## config.mk

```make
export PLATFORM = sky130hd
export DESIGN_NAME = vga_timing_flat
export DESIGN_NICKNAME = d
export VERILOG_FILES = /design/src/rtl/vga_timing_if.sv /design/src/rtl/vga_timing.sv /design/src/flat_wrapper.sv
export SDC_FILE = /design/constraint.sdc
export NUM_CORES = 1
export LEC_CHECK = 0
export ABC_CLOCK_PERIOD_IN_PS = 2650
export CELL_PAD_IN_SITES_DETAIL_PLACEMENT = 0
export CELL_PAD_IN_SITES_GLOBAL_PLACEMENT = 2
export CORE_ASPECT_RATIO = 1.2
export CORE_MARGIN = 5
export CORE_UTILIZATION = 32
export DETAILED_ROUTE_END_ITERATION = 12
export GPL_ROUTABILITY_DRIVEN = 0
export PLACE_DENSITY = 0.92
export SLEW_MARGIN = 0
export SYNTH_ARGS = -nofsm -noshare
export SYNTH_HDL_FRONTEND = slang
export SYNTH_SLANG_ARGS = --single-unit
```

## constraint.sdc

```tcl
create_clock -name clk -period 2.65 [get_ports clk]
set_input_delay 0.3975 -clock clk [delete_from_list [all_inputs] [get_ports clk]]
set_output_delay 0.3975 -clock clk [all_outputs]
set_load 0.02 [all_outputs]
```

## src/rtl/vga_timing_if.sv

```systemverilog
// vga_timing_if: raster timing bundle from the timing generator to the renderer/DAC.
//   master (generator) drives every signal; slave (renderer) samples them.
//   pixel_x/pixel_y : current raster coordinate (h, v)
//   video_on        : coordinate lies in the visible 640x480 region
//   hsync/vsync     : active-low syncs
//   pix_en          : one-clk strobe on the last clk of each pixel period
//   frame_start     : one-clk strobe on the last pixel of the frame
//   vga_clk         : DAC pixel clock, vga_blank_n / vga_sync_n : DAC controls
interface vga_timing_if;
   logic [9:0] pixel_x;
   logic [9:0] pixel_y;
   logic       video_on;
   logic       hsync;
   logic       vsync;
   logic       pix_en;
   logic       frame_start;
   logic       vga_clk;
   logic       vga_blank_n;
   logic       vga_sync_n;

   modport master (
      output pixel_x, pixel_y, video_on, hsync, vsync, pix_en,
             frame_start, vga_clk, vga_blank_n, vga_sync_n
   );
   modport slave (
      input  pixel_x, pixel_y, video_on, hsync, vsync, pix_en,
             frame_start, vga_clk, vga_blank_n, vga_sync_n
   );
endinterface

```

## src/rtl/vga_timing.sv

```systemverilog
// vga_timing: 640x480@60 raster timing generator running from the system
// clock with an internal pixel-rate clock enable (one pixel per CLK_DIV clk).
//   clk   : system clock
//   reset : asynchronous, active-low
//   vga   : vga_timing_if.master -- coordinates, visible flag, syncs, strobes
// All decodes are combinational from the counter registers so they always
// line up with pixel_x/pixel_y.
module vga_timing #(
   parameter int H_VISIBLE = 640,
   parameter int H_FRONT   = 16,
   parameter int H_SYNC    = 96,
   parameter int H_BACK    = 48,
   parameter int V_VISIBLE = 480,
   parameter int V_FRONT   = 10,
   parameter int V_SYNC    = 2,
   parameter int V_BACK    = 33,
   parameter int CLK_DIV   = 2
) (
   input  logic         clk,
   input  logic         reset,
   vga_timing_if.master vga
);
   localparam int H_TOTAL = H_VISIBLE + H_FRONT + H_SYNC + H_BACK;
   localparam int V_TOTAL = V_VISIBLE + V_FRONT + V_SYNC + V_BACK;
   localparam int DIV_W   = (CLK_DIV > 2) ? $clog2(CLK_DIV) : 1;

   localparam logic [DIV_W-1:0] DIV_LAST = DIV_W'(CLK_DIV - 1);
   localparam logic [DIV_W-1:0] DIV_HALF = DIV_W'(CLK_DIV / 2);
   localparam logic [9:0] H_LAST   = 10'(H_TOTAL - 1);
   localparam logic [9:0] V_LAST   = 10'(V_TOTAL - 1);
   localparam logic [9:0] H_VIS    = 10'(H_VISIBLE);
   localparam logic [9:0] V_VIS    = 10'(V_VISIBLE);
   localparam logic [9:0] HS_START = 10'(H_VISIBLE + H_FRONT);
   localparam logic [9:0] HS_END   = 10'(H_VISIBLE + H_FRONT + H_SYNC);
   localparam logic [9:0] VS_START = 10'(V_VISIBLE + V_FRONT);
   localparam logic [9:0] VS_END   = 10'(V_VISIBLE + V_FRONT + V_SYNC);

   logic [DIV_W-1:0] div_cnt;
   logic [9:0]       h;
   logic [9:0]       v;
   logic             tick;
   logic             h_wrap;
   logic             v_wrap;

   assign tick   = (div_cnt == DIV_LAST);
   assign h_wrap = (h == H_LAST);
   assign v_wrap = (v == V_LAST);

   // Reset parks the raster on the last pixel of the frame so the first tick
   // after release both raises frame_start and lands on (0,0).
   always_ff @(posedge clk or negedge reset) begin
      if (!reset) begin
         div_cnt <= '0;
         h       <= H_LAST;
         v       <= V_LAST;
      end else begin
         div_cnt <= tick ? '0 : div_cnt + 1'b1;
         if (tick) begin
            if (h_wrap) begin
               h <= '0;
               v <= v_wrap ? '0 : v + 10'd1;
            end else begin
               h <= h + 10'd1;
            end
         end
      end
   end

   always_comb begin
      vga.pixel_x     = h;
      vga.pixel_y     = v;
      vga.video_on    = (h < H_VIS) && (v < V_VIS);
      vga.hsync       = !((h >= HS_START) && (h < HS_END));
      vga.vsync       = !((v >= VS_START) && (v < VS_END));
      vga.pix_en      = tick;
      vga.frame_start = tick && h_wrap && v_wrap;
      // High in the second half of the pixel period: falls with the
      // coordinate update, rises mid-pixel when colour is stable.
      vga.vga_clk     = (div_cnt >= DIV_HALF);
      vga.vga_blank_n = (h < H_VIS) && (v < V_VIS);
      vga.vga_sync_n  = 1'b0;
   end
endmodule
```

## src/flat_wrapper.sv

```systemverilog
// flat-port wrapper written by rule: the top's interface ports become plain ports
module vga_timing_flat 
#(
   parameter int H_VISIBLE = 640,
   parameter int H_FRONT   = 16,
   parameter int H_SYNC    = 96,
   parameter int H_BACK    = 48,
   parameter int V_VISIBLE = 480,
   parameter int V_FRONT   = 10,
   parameter int V_SYNC    = 2,
   parameter int V_BACK    = 33,
   parameter int CLK_DIV   = 2
)
  (clk, reset, vga_pixel_x, vga_pixel_y, vga_video_on, vga_hsync, vga_vsync, vga_pix_en, vga_frame_start, vga_vga_clk, vga_vga_blank_n, vga_vga_sync_n);
  vga_timing_if vga_i ();
  input  logic clk;
  input  logic reset;
  output wire logic [$bits(vga_i.pixel_x)-1:0] vga_pixel_x;
  output wire logic [$bits(vga_i.pixel_y)-1:0] vga_pixel_y;
  output wire logic [$bits(vga_i.video_on)-1:0] vga_video_on;
  output wire logic [$bits(vga_i.hsync)-1:0] vga_hsync;
  output wire logic [$bits(vga_i.vsync)-1:0] vga_vsync;
  output wire logic [$bits(vga_i.pix_en)-1:0] vga_pix_en;
  output wire logic [$bits(vga_i.frame_start)-1:0] vga_frame_start;
  output wire logic [$bits(vga_i.vga_clk)-1:0] vga_vga_clk;
  output wire logic [$bits(vga_i.vga_blank_n)-1:0] vga_vga_blank_n;
  output wire logic [$bits(vga_i.vga_sync_n)-1:0] vga_vga_sync_n;
  assign vga_pixel_x = vga_i.pixel_x;
  assign vga_pixel_y = vga_i.pixel_y;
  assign vga_video_on = vga_i.video_on;
  assign vga_hsync = vga_i.hsync;
  assign vga_vsync = vga_i.vsync;
  assign vga_pix_en = vga_i.pix_en;
  assign vga_frame_start = vga_i.frame_start;
  assign vga_vga_clk = vga_i.vga_clk;
  assign vga_vga_blank_n = vga_i.vga_blank_n;
  assign vga_vga_sync_n = vga_i.vga_sync_n;
  vga_timing #(.H_VISIBLE(H_VISIBLE), .H_FRONT(H_FRONT), .H_SYNC(H_SYNC), .H_BACK(H_BACK), .V_VISIBLE(V_VISIBLE), .V_FRONT(V_FRONT), .V_SYNC(V_SYNC), .V_BACK(V_BACK), .CLK_DIV(CLK_DIV)) u_core (.clk(clk), .reset(reset), .vga(vga_i));
endmodule
```

=== Word-level counts from Yosys, hierarchy flattened ===
Index checks and enable logic that the tools add are counted.

* Bits in registers: 21
* Latch bits: 0
* Memory bits (writable): 0
* Memory bits (read-only): 0
* Input bits: 2
* Output and inout bits: 28
* Word-level logic and storage cells: 26
* Memories kept: 0

* Add/subtract/negate cells: 3
* Multiply operators: 0
* Div/mod/pow operators: 0
* Magnitude comparators: 7
* Equality and inequality tests: 2
* Shifts and indexed selects: 0
* Multiplexer cells: 3
* Bitwise gates (word level): 0
* Reductions and logical operators: 8

{| class="wikitable"
|+ Operator list
! cell !! number
|-
| 10-bit by 1-bit adder with 10-bit output, second input constant || 2
|-
| 10-bit equality test, second input constant || 2
|-
| 10-bit less-than comparator, second input constant || 2
|-
| 10-bit by 9-bit less-than comparator with 1-bit output, second input constant || 2
|-
| 10-bit two-way mux || 2
|-
| 10-bit >= comparator, second input constant || 1
|-
| 10-bit by 9-bit >= comparator with 1-bit output, second input constant || 1
|-
| 1-bit logical AND || 5
|-
| 1-bit logical NOT || 2
|-
| 2-bit AND reduction || 1
|-
| 1-bit adder, second input constant || 1
|-
| 1-bit >= comparator, second input constant || 1
|-
| 1-bit two-way mux || 1
|}

=== Longest topological paths before layout ===
Gate-level depths: netlist (run 1).

* Depth after elaboration: 3
* Depth in mapped cells: 6
* Mapped depth without buffers: 6

=== Least setup slack after synthesis (run 1) ===
No wires, ideal clock.

* Path type: reg2out
* Start point: register u_core.h[7], in the netlist u_core.vga.pixel_x[7]
* End point: output port vga_video_on
* Arrival time: 1,699 ps
* Data required time: 2,253 ps
* Slack: 554 ps
* Stages on the path, launching flop included: 5
* Buffers on the path: 2
* Cells stage by stage: dfrtp_1 > buf_1 > o21a_1 > nor3_1 > buf_4

* Word-level cells in the longest chain between the ends: 2

{| class="wikitable"
|+ Ends and longest elaborated chain
! what !! line !! RTL
|-
| from (decl) || vga_timing.sv:39 || <nowiki>logic [9:0] h;</nowiki>
|-
| from (signal assigned) || vga_timing.sv:63 || <nowiki>h <= h + 10'd1;</nowiki>
|-
| 10-bit less-than comparator || - ||
|-
| 1-bit logical AND || - ||
|-
| to (decl) || flat_wrapper.sv:20 || <nowiki>output wire logic [$bits(vga_i.video_on)-1:0] vga_video_on;</nowiki>
|}

Every way passes these cells.

=== Worst setup path after layout (run 1) ===
* Start point: register u_core.h[0], in the netlist u_core.vga.pixel_x[0]
* End point: output port vga_frame_start

* Word-level cells in the longest chain between the ends: 3

{| class="wikitable"
|+ Ends and longest elaborated chain
! what !! line !! RTL
|-
| 10-bit equality test || vga_timing.sv:46 || <nowiki>assign h_wrap = (h == H_LAST);</nowiki>
|-
| 1-bit logical AND (2 in series) || vga_timing.sv:76 || <nowiki>vga.frame_start = tick && h_wrap && v_wrap;</nowiki>
|-
| to (decl) || flat_wrapper.sv:24 || <nowiki>output wire logic [$bits(vga_i.frame_start)-1:0] vga_frame_start;</nowiki>
|}

Every way passes these cells.

==> run_results.csv, run 1 <==
group,metric,value,unit
cells_and_area,layout.nets,157,
global_routing,grt_start_max_net_pins,20,
critical_path,worst-path-buf-inv,1,
logic_synthesis,ys_warn_count,0,
critical_path,worstSetupStartpointType,"flop",
logic_synthesis,syn_area,1200,um2
timing,drv_slew,0,
power,power.total,0.540,mW
cells_and_area,final_layout_size_suffix_gt1_share,16.7,%
clocking,cts_buffers,3,
floorplan,num_rows,24,
placement,post-dp-hpwl,2190,um
drt,drt_iter0_drc,53,
floorplan,core,3630,um2
clocking,cts_tree,"built",
logic_synthesis,synth_seq_cells,21,
drt,ant_nets,0,
power,pwr-share-seq,59.4,%
timing,max_freq,0.413,GHz
power,powerDensity,340,nW/um2
logic_synthesis,synth_top_flop_cell,"dfrtp_1",
floorplan,die_area,5080,um2
timing,min_period,2.42,ns
critical_path,cp_top_family,"simple AND/OR/NAND/NOR gates",
global_routing,grt_pass1_vias,1006,
drt,drt-total-wl,2900,um
job,drv_cap,0,
timing,finalSetupViolations,0,
critical_path,worstPathArrival,2.02,ns
power,combPwrFrac,1.8,%
cells_and_area,antennaDiodeCount,0,
power,swShare,20.4,%
clocking,cts_setup_buffers,0,
timing,rsz0062_at_grt,"false",
critical_path,crit_slowest_cell,"dfstp_2",
power,p_leak,0.593,nW
drt,drtPass1Iterations,4,
timing,fin_setup_tns,0,ns
floorplan,start_util,33.0,%
logic_synthesis,synth_top_area_cell,"dfrtp_1",
logic_synthesis,synthCells,119,
drt,wl_per_cell,14.4,um
logic_synthesis,synth_area_leaders,"dfrtp_1 (23%), dfstp_2 (22%), xnor2_1 (8.8%), ha_1 (4.2%), nand3_1 (4.2%)",
cells_and_area,syn_to_final_growth,32.3,%
timing,hold_viol_final,0,
global_routing,grt_pass1_wl,4920,um
logic_synthesis,yosysSeqAreaShare,44.8,%
global_routing,grt_usage,12.2,%
min_path,hp-class,"flop to flop",
logic_synthesis,synthDistinctLibCells,34,
cells_and_area,final_util,43.7,%
run_status,outcome,"finished, final reports clean",
floorplan,io_pins,30,
floorplan,die_h,77.1,um
clocking,path_clk_slew,0.08,ns
clocking,clk_latency,0.26,ns
global_routing,gr-total-overflow,0,
drt,route.vias.total,1014,
timing,fin_crit_sh,91.3,%
critical_path,worst-setup-path-type,"flop to primary output",
timing,worst_slack,0.229,ns
drt,routed_via_density,5.02,
cells_and_area,final.fill_count,362,
timing,slew_headroom,40.7,%
power,internal_power,0.430,mW
logic_synthesis,ys_async_sr_fraction,100,%
drt,route.detailed.drc,0,
logic_synthesis,synth_edf_count,0,
clocking,root_buffer,"clkbuf_8",
logic_synthesis,avgSynthCellArea,10.1,um2
timing,worst_slew_pin_slew,0.887,ns
critical_path,endpoint_kind,"primary output",
placement,pre_cts_slack,0.226,ns
logic_synthesis,synth.top_cell.area_share,22.9,%
critical_path,path_max_fanout,6,
critical_path,cp.required,2.25,ns
critical_path,cp_slowest_stage_delay,0.58,ns
clocking,h-tree-depth,1,
logic_synthesis,syn_nets,125,
timing,finClkSkew,0.00521,ns
floorplan,die_w,65.9,um
timing,whs,0.528,ns
placement,io_buffer_count,28,
power,power_frac_clock,38.7,%
power,switchingPower,0.110,mW
clocking,cts_buffer_depth,2,
critical_path,cp_cell_sequence,"ha_1 > nand2_1 > nor4_4 > and2b_2 > dlygate4sd2_1",
power,peakVddDrop,0.169,mV
global_routing,antenna_found_initial,0,
clocking,cts.sinks,21,
[registers in the layout, summed over array words and instances, names as in the netlist]
name,flops
u_core.vga.pixel_y,10
u_core.vga.pix_en,1
u_core.vga.pixel_x,10
[synth_stat cells, types with 2 or more instances]
cell type   n
nand2_1     8
o21ai_0     4
ha_1        4
dfrtp_1    11
dfstp_2    10
a21oi_1     2
nand4_1     8
xnor2_1    12
nor4_1      3
a22o_1      2
and3_1      3
nor3_1      5
inv_1       6
nand3_1    10
nor2_1      9
buf_4       3
nor4_4      2
[per-layer routing]
metal	GRT usage, %	vias up	routed length [um]
met5	0	-	0
met4	4.36	0	19
met3	2.49	2	134
met2	21.5	30	1520
met1	14.4	503	1230
li1	-	479	-
[metrics by stage]
stage | instances | area (um2)
floorplan | 119 | 1200
global placement | 198 | 1540
detailed placement | 198 | 1540
CTS | 202 | 1590
global route | 202 | 1590
finish | 202 | 1590
[worst paths after layout]
path                            slack, ns  depth (start not counted)                         startpoint                                 to
worst max-delay path                 0.23                          5  u_core.vga.pixel_x[0]$_DFFE_PN1P_                    vga_frame_start
worst min-delay path                 0.53                          1  u_core.vga.pixel_x[2]$_DFFE_PN1P_  u_core.vga.pixel_x[2]$_DFFE_PN1P_
worst max register to register       0.80                          5  u_core.vga.pixel_x[4]$_DFFE_PN1P_  u_core.vga.pixel_x[3]$_DFFE_PN1P_
worst min register to register       0.53                          1  u_core.vga.pixel_x[2]$_DFFE_PN1P_  u_core.vga.pixel_x[2]$_DFFE_PN1P_
max in group asynchronous            1.33                          2                              reset  u_core.vga.pixel_x[0]$_DFFE_PN1P_
min in group asynchronous            0.64                          1                              reset  u_core.vga.pixel_y[0]$_DFFE_PN0P_
[power groups by stage]
stage          logic [mW]  clock network [mW]  registers [mW]
6_report          0.00997               0.209           0.321
4_1_cts            0.0105               0.220           0.321
5_1_grt            0.0119               0.231           0.321
2_1_floorplan     0.00236                   0           0.327
3_5_place_dp       0.0105                   0           0.327
3_3_place_gp      0.00990                   0           0.327
[what timing repair did]
item,in CTS,in global routing
hold buffers,0,0
gates resized for setup,1,0
setup endpoints to repair,1,0
hold endpoints to repair,0,0
[kinds of logic (layout without fill, tap and decap cells)]
group / after synthesis / count (layout) / share of synthesized area, %
buffers and inverters: 13 / 44 / 5.73
other: 1 / 1 / 0.313
AND/OR/NAND/NOR: 55 / 55 / 29.1
AO/OA/AOI/OAI: 12 / 12 / 6.26
adder cells (fa/ha/maj): 4 / 4 / 4.17
flip-flops: 21 / 21 / 44.8
multiplexers: 1 / 1 / 0.834
XOR/XNOR: 12 / 12 / 8.76
[cell type report]
type	count	area [um2]	area share [%]
clock buffers	4	45.0	2.84
inverters	6	22.5	1.42
multi-input cells	85	593	37.4
flip-flops and latches	21	538	33.9
well taps	52	65.1	4.10
repair buffers	34	324	20.4
[cell usage in the layout, fill, tap and decap left out, types with 2 or more instances in the layout]
| cell | netlist | final |
|---|---|---|
| nand2_1 | 8 | 8 |
| ha_1 | 4 | 4 |
| inv_1 | 6 | 6 |
| a21oi_1 | 2 | 2 |
| dfstp_2 | 10 | 10 |
| a22o_1 | 2 | 2 |
| buf_4 | 3 | 6 |
| nor4_4 | 2 | 2 |
| clkbuf_8 | 0 | 3 |
| xnor2_1 | 12 | 12 |
| nor4_1 | 3 | 3 |
| o21ai_0 | 4 | 4 |
| nor3_1 | 5 | 5 |
| dfrtp_1 | 11 | 11 |
| and3_1 | 3 | 3 |
| nor2_1 | 9 | 9 |
| nand3_1 | 10 | 10 |
| clkdlybuf4s50_1 | 0 | 27 |
| nand4_1 | 8 | 8 |
Note: power is estimated with default switching activity, not from simulation.
==> run 2, diff against run 1 <==
- SETUP_SLACK_MARGIN: unset -> 0.4
==> run 2 against run 1 <==
  * Routed wire length rose by 1.9%
  * Final cell count rose by 3.5%
  * Non-clock buffer count rose by 7
  * Core utilization rose by 1.6 points
  * Final area rose by 3.6%
  * Global-route usage rose by 0.060 points
  * Highest routed layer unchanged
  * Die area did not move
  * Worst setup slack improved by 0.25 ns
  * Register-to-register slack barely moved
  * Clock-buffer cell count did not move
==> run_results.csv, run 2 (synthesis gave the netlist of run 1 again) <==
group,metric,value,unit
power,p_leak,0.618,nW
clocking,clk_latency,0.26,ns
floorplan,io_pins,30,
floorplan,die_h,77.1,um
clocking,cts_tree,"built",
critical_path,worst-setup-path-type,"flop to primary output",
power,combPwrFrac,1.9,%
placement,post-dp-hpwl,2190,um
timing,max_freq,0.460,GHz
drt,wl_per_cell,14.1,um
clocking,h-tree-depth,1,
clocking,root_buffer,"clkbuf_8",
timing,hold_viol_final,0,
global_routing,grt_start_max_net_pins,20,
critical_path,worstSetupStartpointType,"flop",
timing,fin_crit_sh,82.0,%
floorplan,core,3630,um2
placement,io_buffer_count,28,
cells_and_area,mostFrequentLayoutCell,"clkdlybuf4s50_1",
floorplan,die_area,5080,um2
global_routing,grt_use_met3,2.49,%
timing,rsz0062_at_grt,"false",
drt,drt_iter0_drc,24,
timing,min_period,2.17,ns
drt,drt-total-wl,2960,um
critical_path,path_max_fanout,3,
critical_path,cp.required,2.25,ns
timing,whs,0.525,ns
floorplan,start_util,33.0,%
critical_path,endpoint_kind,"primary output",
floorplan,die_w,65.9,um
critical_path,r2r-end,"u_core.vga.pixel_x[3]$_DFFE_PN1P_",
timing,fin_setup_tns,0,ns
global_routing,grt_busiest_layer,"met2",
power,peakVddDrop,0.170,mV
global_routing,grt_pass1_wl,4950,um
power,internal_power,0.430,mW
power,pwr-share-seq,59.2,%
critical_path,worstPathArrival,1.78,ns
global_routing,grt_pass1_vias,1014,
global_routing,grt_util_met1,14.5,%
power,power_frac_clock,38.9,%
job,drv_cap,0,
global_routing,grt_use_met2,21.6,%
drt,routed_via_density,4.95,
cells_and_area,final_cell_mix,"clkdlybuf4s50_1 (24), buf_4 (13), xnor2_1 (12)",
critical_path,reg2reg_depth,5,
drt,route.vias.total,1035,
drt,drtPass1Iterations,4,
drt,route.detailed.drc,0,
power,switchingPower,0.112,mW
min_path,hp-class,"flop to flop",
cells_and_area,syn_to_final_growth,37.1,%
clocking,cts_buffers,3,
power,powerDensity,330,nW/um2
run_status,outcome,"finished, final reports clean",
critical_path,rrSetupSlack,0.81,ns
clocking,cts_buffer_depth,2,
cells_and_area,layout.nets,164,
global_routing,antenna_found_initial,0,
critical_path,r2r_start,"u_core.vga.pixel_x[4]$_DFFE_PN1P_",
clocking,cts.sinks,21,
timing,drv_slew,0,
timing,finClkSkew,0.00446,ns
floorplan,num_rows,24,
global_routing,grt_usage,12.3,%
global_routing,gr-total-overflow,0,
cells_and_area,final_layout_size_suffix_gt1_share,23.6,%
timing,worst_slew_pin_slew,0.901,ns
timing,slew_headroom,39.7,%
drt,ant_nets,0,
critical_path,crit_start,"u_core.vga.pixel_x[9]$_DFFE_PN1P_",
cells_and_area,antennaDiodeCount,0,
power,swShare,20.6,%
timing,finalSetupViolations,0,
critical_path,endpoint,"vga_hsync",
clocking,path_clk_slew,0.08,ns
## run 2: cell count changes in the layout (fill, tap and decap cells not counted), sizes merged
cell,change
buf,+8
clkdlybuf4s50,-3
dlygate4sd2,+2
## run 2: metal layers
layer	vias up	routed length [um]
li1	492	-
met1	509	1270
met2	29	1510
met3	5	134
met4	0	43
met5	-	0
## run 2: power by group through the flow
| stage | clock [mW] | sequential, mW | combinational, mW |
|---|---|---|---|
| 2_1_floorplan | 0 | 0.327 | 0.00236 |
| 3_3_place_gp | 0 | 0.327 | 0.00990 |
| 3_5_place_dp | 0 | 0.327 | 0.0105 |
| 4_1_cts | 0.220 | 0.321 | 0.0105 |
| 5_1_grt | 0.231 | 0.321 | 0.0119 |
| 6_report | 0.211 | 0.321 | 0.0101 |
## run 2: per-stage QoR
stage / cell area, um2 / util [%] / setup slack [ns] / instances / power [mW]
floorplan: 1200 / - / 0.554 / 119 / 0.329
global placement: 1540 / 42.5 / 0.285 / 198 / 0.337
detailed placement: 1540 / 42.5 / 0.226 / 198 / 0.337
CTS: 1600 / 44.0 / 0.369 / 203 / 0.551
global route: 1650 / 45.3 / 0.418 / 209 / 0.564
finish: 1650 / 45.3 / 0.476 / 209 / 0.542
## run 2: worst min path at each step
stage                                                  from                                end  slack, ns  depth (start not counted)
final                     u_core.vga.pixel_y[8]$_DFFE_PN0P_  u_core.vga.pixel_y[8]$_DFFE_PN0P_       0.53                          1
after global routing      u_core.vga.pixel_x[2]$_DFFE_PN1P_  u_core.vga.pixel_x[2]$_DFFE_PN1P_       0.55                          1
after CTS                 u_core.vga.pixel_y[8]$_DFFE_PN0P_  u_core.vga.pixel_y[8]$_DFFE_PN0P_       0.53                          1
after detailed placement  u_core.vga.pixel_x[2]$_DFFE_PN1P_  u_core.vga.pixel_x[2]$_DFFE_PN1P_       0.51                          1
after global placement    u_core.vga.pixel_x[0]$_DFFE_PN1P_  u_core.vga.pixel_x[0]$_DFFE_PN1P_       0.50                          2
after floorplan                                       reset        u_core.vga.pix_en$_DFF_PN0_       0.10                          0
## run 2: repair_timing
action	4_1_cts	5_1_grt
setup buffers	1	6
setup endpoints to repair	5	1
resized for setup	8	3
pin swaps	0	2
hold buffers	0	0
## run 2: area by class of cell
class	instances	area [um2]
inverter	6	22.5
multi-input combinational	85	604
tap	52	65.1
sequential	21	539
clock buffer	4	45.0
timing repair buffer	41	369
fill	366	1990
## run 2: critical path, cell delays in order, from the launching register on
cell	delay [ns]
dfstp_2	0.58
buf_4	0.12
nand2_1	0.05
nor3_1	0.16
nand2_1	0.07
clkdlybuf4s50_1	0.53
